===== src/rtl/instr_fetch.sv =====
// Instruction fetch stage: holds the PC, issues single-word reads to instruction memory
// and presents each returned word to the decoder through a valid/ack handshake.
module instr_fetch #(
  parameter int unsigned WIDTH     = 16,
  parameter int unsigned ADDR_BITS = 16,
  parameter int unsigned RESET_PC  = 0
) (
  input  logic                 clk,
  input  logic                 reset_n,
  input  logic                 enable,
  input  logic                 pc_load,
  input  logic [ADDR_BITS-1:0] pc_load_addr,
  output logic [ADDR_BITS-1:0] mem_addr,
  output logic                 mem_rd_en,
  input  logic [WIDTH-1:0]     mem_rd_data,
  input  logic                 mem_rd_valid,
  output logic [WIDTH-1:0]     instr_out,
  output logic                 instr_valid,
  input  logic                 instr_ack,
  output logic [ADDR_BITS-1:0] instr_pc
);

  typedef enum logic [1:0] {
    FETCH = 2'd0,
    WAIT  = 2'd1,
    HOLD  = 2'd2
  } state_e;

  state_e               state, state_d;
  logic [ADDR_BITS-1:0] pc, pc_d;
  logic [ADDR_BITS-1:0] mem_addr_d;
  logic                 mem_rd_en_d;
  logic [WIDTH-1:0]     instr_out_d;
  logic                 instr_valid_d;
  logic [ADDR_BITS-1:0] instr_pc_d;

  // State and datapath registers
  always_ff @(posedge clk or negedge reset_n) begin
    if (!reset_n) begin
      state       <= FETCH;
      pc          <= ADDR_BITS'(RESET_PC);
      mem_addr    <= ADDR_BITS'(RESET_PC);
      mem_rd_en   <= 1'b0;
      instr_out   <= '0;
      instr_valid <= 1'b0;
      instr_pc    <= ADDR_BITS'(RESET_PC);
    end else begin
      state       <= state_d;
      pc          <= pc_d;
      mem_addr    <= mem_addr_d;
      mem_rd_en   <= mem_rd_en_d;
      instr_out   <= instr_out_d;
      instr_valid <= instr_valid_d;
      instr_pc    <= instr_pc_d;
    end
  end

  // Next-state and next-output logic; a redirect overrides everything, squashing any read in flight
  always_comb begin
    state_d       = state;
    pc_d          = pc;
    mem_addr_d    = mem_addr;
    mem_rd_en_d   = 1'b0;
    instr_out_d   = instr_out;
    instr_valid_d = instr_valid;
    instr_pc_d    = instr_pc;

    if (pc_load) begin
      pc_d          = pc_load_addr;
      instr_valid_d = 1'b0;
      state_d       = FETCH;
    end else begin
      unique case (state)
        FETCH: begin
          if (enable) begin
            mem_rd_en_d = 1'b1;
            mem_addr_d  = pc;
            state_d     = WAIT;
          end
        end
        WAIT: begin
          if (mem_rd_valid) begin
            instr_out_d   = mem_rd_data;
            instr_pc_d    = pc;
            instr_valid_d = 1'b1;
            state_d       = HOLD;
          end
        end
        HOLD: begin
          if (instr_ack && instr_valid) begin
            instr_valid_d = 1'b0;
            pc_d          = pc + ADDR_BITS'(1);
            state_d       = FETCH;
          end
        end
        default: state_d = FETCH;
      endcase
    end
  end

endmodule


===== config.mk =====
export PLATFORM = sky130hd
export DESIGN_NAME = instr_fetch
export DESIGN_NICKNAME = d
export VERILOG_FILES = /design/src/rtl/instr_fetch.sv
export SDC_FILE = /design/constraint.sdc
export NUM_CORES = 1
export LEC_CHECK = 0
export CAP_MARGIN = 20
export CELL_PAD_IN_SITES_DETAIL_PLACEMENT = 0
export CELL_PAD_IN_SITES_GLOBAL_PLACEMENT = 1
export CORE_ASPECT_RATIO = 0.75
export CORE_UTILIZATION = 49
export DETAILED_ROUTE_END_ITERATION = 6
export DONT_BUFFER_PORTS = 1
export GPL_TIMING_DRIVEN = 0
export PLACE_DENSITY = 0.81
export SLEW_MARGIN = 25
export SYNTH_ARGS = -nofsm -noshare
export SYNTH_HDL_FRONTEND = slang
export SYNTH_SLANG_ARGS = --single-unit

===== constraint.sdc =====
create_clock -name clk -period 2.6 [get_ports clk]
set_input_delay 0.52 -clock clk [delete_from_list [all_inputs] [get_ports clk]]
set_output_delay 0.52 -clock clk [all_outputs]
set_load 0.05 [all_outputs]

* Yosys cells after proc, flatten, opt, wreduce, memory -nomap -nowiden
Index checks and enable logic that the tools add are counted.
** Word-level totals
- Word-level logic and storage cells :: 39
- Output and inout port bits :: 50
- Register bits :: 68
** Operators by class
- Reductions and logical operators :: 10
- Bitwise gates (word level) :: 1
- $add $sub $neg :: 1
- Multiplexer cells :: 15
- Equal/unequal tests :: 5
** Operators by type and width (count)
- two-way mux 16 bit :: 3
- adder 16 x 1 -> 16 bit (second input constant) :: 1
- AND reduction 3 bit :: 4
- inequality test 3 bit (second input constant) :: 3
- two-way mux 2 bit :: 4
- two-way mux 1 bit :: 6
- one-hot mux 2 bit (3 select lines) :: 1
- nonzero test 2 bit :: 2
- nonzero test 3 bit :: 1
- equality test 2 x 1 -> 1 bit (second input constant) :: 1
- equality test 2 bit (second input constant) :: 1
- zero test 2 bit :: 1
- one-hot mux 1 bit (2 select lines) :: 1
- AND reduction 2 bit :: 1
- logical AND 1 bit :: 1
- NOT 1 bit :: 1

* Logic depth before layout (Yosys ltp)
- Word-level depth :: 4
- Gate-level depth with buffers :: 6

* Least setup slack after synthesis
No wires, ideal clock.
- Path kind :: input to register
- Start point :: input port pc_load
- End point :: register mem_addr[0]
- Buffers on the path :: 2
- Path slack :: 589 ps
- Cell stages on the path :: 4
- Data arrival time :: 1887 ps
- Setup time :: 125 ps
- Required time :: 2475 ps
- Cells stage by stage :: clkbuf_1 nor4b_2 buf_2 mux2_2
** Between the ends
- Word-level cells in the longest chain between the ends :: 2
** Ends and longest elaborated chain
- from (decl) :: line 11 : input logic pc_load,
- NOT 1 bit (no line)
- AND reduction 3 bit (no line)
- to (signal assigned) :: line 42 : mem_addr <= ADDR_BITS'(RESET_PC);
- to (signal assigned) :: line 50 : mem_addr <= mem_addr_d;
- to (decl) :: line 13 : output logic [ADDR_BITS-1:0] mem_addr,
No other way between the ends.
A chain may end at the register's enable or synchronous reset.

* Worst setup path after layout
- Start point :: register instr_valid
- End point :: register pc[10]
** Between the ends
- Word-level cells in the longest chain between the ends :: 3
** Ends and longest elaborated chain
- from (decl) :: line 18 : output logic instr_valid,
- from (signal assigned) :: line 53 : instr_valid <= instr_valid_d;
- logical AND 1 bit :: line 90 : if (instr_ack && instr_valid) begin
- nonzero test 2 bit (no line)
- AND reduction 2 bit (no line)
- to (signal assigned) :: line 41 : pc <= ADDR_BITS'(RESET_PC);
- to (signal assigned) :: line 49 : pc <= pc_d;
- to (decl) :: line 30 : logic [ADDR_BITS-1:0] pc, pc_d;
No other way between the ends.

==> results.py <==
metrics = {
    "sta": {
        "hold_violations": 0,
        "grt_setup_unrepaired": "false",
        "timing.setup.tns_ns": 0,
        "finalSetupViolations": 0,
        "max_freq_mhz": 450.1,
        "min_period_ns": 2.222,
        "worst_pin_slew_ns": 0.7462,
        "setup_slack_ns": 0.3784,
        "slew_headroom_pct": 49.87,
        "finalMaxSlewViolations": 0,
        "period_share_pct": 85.45,
        "fin_skew_ns": 0.006431,
    },
    "drt": {
        "first_iter_violations": 76,
        "drt_first_pass_iters": 4,
        "drc": 0,
        "vias": 1808,
        "ant_nets": 0,
        "viasPerCell": 5.668,
        "routed_wl_mm": 5.656,
        "wl_per_cell_um": 17.73,
    },
    "finish": {
        "nFillCells": 453,
        "regArea_um2": 1702,
        "diodes": 0,
        "multi_input_comb_area_um2": 1107,
        "area_growth_syn_to_layout_pct": 10.91,
        "final_area_um2": 3192,
        "nets": 279,
        "fin_cells": 319,
        "drive_gt1_share_pct": 29.10,
    },
    "run": {
        "maxCapViolations": 0,
    },
    "grt": {
        "grt-ovfl-total": 0,
        "grt_max_degree": 69,
        "grt_pass1_vias": 1677,
        "grt_pass1_wl_mm": 8.576,
        "grt_usage_pct": 19.26,
        "antenna_found_initial": 0,
    },
    "floorplanning": {
        "die_area_um2": 6187,
        "die_h_um": 68.37,
        "die_width_um": 90.49,
        "core_um2": 5497,
        "initial_core_util_pct": 52.36,
        "rows": 23,
        "ios": 88,
    },
    "synthesis": {
        "synthAdderAreaFrac_pct": 0.4348,
        "synth_top_family_by_area": "multiplexers",
        "synth_warnings": 0,
        "ys_seq_elements": 68,
        "synthXorXnorAreaFrac_pct": 2.739,
        "muxShareOfSynthArea_pct": 19.83,
        "synth_nets": 267,
        "synth-compound-area-share_pct": 4.957,
        "ys_seq_area_share_pct": 59.13,
        "syn-cell-area_um2": 2878,
        "synth-edff-count": 0,
        "synth-simple-area-share_pct": 10.22,
        "synth_cells": 228,
        "avgSynthCellArea_um2": 12.62,
        "ys_async_sr_fraction_pct": 100.0,
        "ys.flop_type": "dfrtp_1",
        "yosysUniqueCellTypes": 35,
    },
    "setup_path": {
        "slowest_stage": "dfrtp_1",
        "critical_path_buf_inv_count": 0,
        "start_kind": "flop",
        "critical_path_class": "flop to flop",
        "arrival_ns": 2.44,
        "crit_family": "simple AND/OR/NAND/NOR gates",
        "cp_slowest_stage_delay_ns": 0.70,
        "cp_max_fo": 5,
        "cp_cell_sequence": "nand4b_1 > nor4_1 > nor2_1 > or3_1",
        "end_kind": "flop",
        "crit_required_ns": 2.82,
    },
    "place": {
        "gp_congestion": 0.7456,
        "hpwl_mm": 3.908,
        "place.port_buffers": 0,
        "placedCellCount": 303,
        "dpl_cell_area_um2": 2972,
        "pre_cts_slack_ns": 0.08392,
    },
    "clocking": {
        "clock_path_buffers": 2,
        "cts_tree": "yes",
        "clk_pin_slew_ns": 0.07,
        "htree_levels": 3,
        "clockRootBuffer": "clkbuf_8",
        "clk_latency_ns": 0.34,
        "cts.sinks": 68,
        "cts_buffers": 9,
        "post_cts_resized": 0,
    },
    "power": {
        "p_int_uw": 1986,
        "p_clk_share_pct": 23.4,
        "pwr-share-seq_pct": 66.4,
        "leakage_uw": 0.001343,
        "p_sw_uw": 1533,
        "pwr_density_cell_nw_per_um2": 1103,
        "p_sw_share_pct": 43.57,
        "ir_worst_vdd_mv": 0.4858,
        "comb_power_share_pct": 10.2,
    },
    "worst_hold_path": {
        "hp-class": "input port to async pin",
    },
    "run_status": {
        "status": "completed",
    },
}
==> area by class of cell <==
cell class	count	area share (%)
multi-input cells	141	34.69
plain buffers	12	1.607
flip-flops and latches	68	53.31
well taps	75	2.940
repair buffers	1	0.8624
clock buffers	13	4.665
clock inverters	2	1.098
inverters	7	0.8232
==> worst reg2reg max path, stage by stage, from the launching register on <==
cell and delay, ns:
dfrtp_1 0.70, nand4b_1 0.37, nor4_1 0.58, nor2_1 0.09, or3_1 0.37
==> path summary, 6_finish.rpt <==
kind,from,endpoint,slack [ns],cells after the start
min reg2reg,pc[15]$_DFFE_PN0P_,mem_addr[15]$_DFFE_PN0P_,0.60,1
min in group clk,mem_rd_valid,state[0]$_DFFE_PN0P_,0.30,1
min,reset_n,instr_pc[1]$_DFFE_PN0P_,0.06,1
max,instr_valid$_DFFE_PN0P_,pc[10]$_DFFE_PN0P_,0.38,4
max reg2reg,instr_valid$_DFFE_PN0P_,pc[10]$_DFFE_PN0P_,0.38,4
max in group asynchronous,reset_n,instr_out[1]$_DFFE_PN0P_,2.26,1
==> logic make-up (layout without fill, tap and decap cells) <==
logic type      count (synthesis)  after routing
flops                          68             68
simple gates                   56             56
mux                            51             51
compound gates                 24             24
buf+inv                        19             35
xor+xnor                        9              9
fa+ha+maj                       1              1
==> cells in the final DEF, fill, tap and decap left out, types with 2 or more instances in the layout <==
master and n:
nor3_1 7, o21ai_0 11, mux2i_1 3, nand4_1 3
nor4_1 2, xnor2_1 8, nor2_1 13, mux2_2 48
nand2_1 17, a22oi_1 2, nand3_1 3, dfrtp_1 68
clkbuf_1 9, buf_2 5, a21oi_1 4, inv_1 7
a31oi_1 3, clkbuf_8 10
==> per-stage QoR <==
stage	total power, uW	hold WS (ns)	utilization (%)
after detailed placement	2706	0.2254	54.06
after CTS	3560	0.05805	57.91
after global routing	3659	0.07046	58.07
final	3519	0.05943	58.07
after floorplan	2602	0.2244	-
after global placement	2681	0.2262	54.06
==> power by group through the flow <==
stage / combinational (uW) / sequential (uW) / clock, uW
global route: 402 / 2380 / 879
detailed placement: 337 / 2370 / 0
finish: 358 / 2340 / 823
CTS: 363 / 2350 / 849
global placement: 320 / 2360 / 0
floorplan: 295 / 2310 / 0
==> repair_timing <==
item | CTS | global route
buffers inserted | 0 | 0
hold buffers | 1 | 0
endpoints found under the hold margin | 68 | 0
==> per-layer routing <==
layer,GRT usage (%),share of wire (%)
met5,0,0
met4,6.048,1.2
met3,10.00,9.4
met2,27.18,45
met1,25.57,44
==> cells in the mapped netlist, types with 4 or more instances <==
cell type  instances  area, um2
dfrtp_1           68       1702
mux2_2            48      540.5
buf_2              5      25.02
xnor2_1            8      70.07
o21ai_0           11      55.05
nor2_1            13      48.80
clkbuf_1           6      22.52
a21oi_1            4      20.02
nor3_1             7      35.03
inv_1              7      26.28
nand2_1           17      63.81
==> state kept, by name, summed over array words and instances (netlist names) <==
name / cells
instr_out: 16
mem_rd_en: 1
instr_pc: 16
instr_valid: 1
state: 2
mem_addr: 16
pc: 16
(Power assumes the default switching activity.)
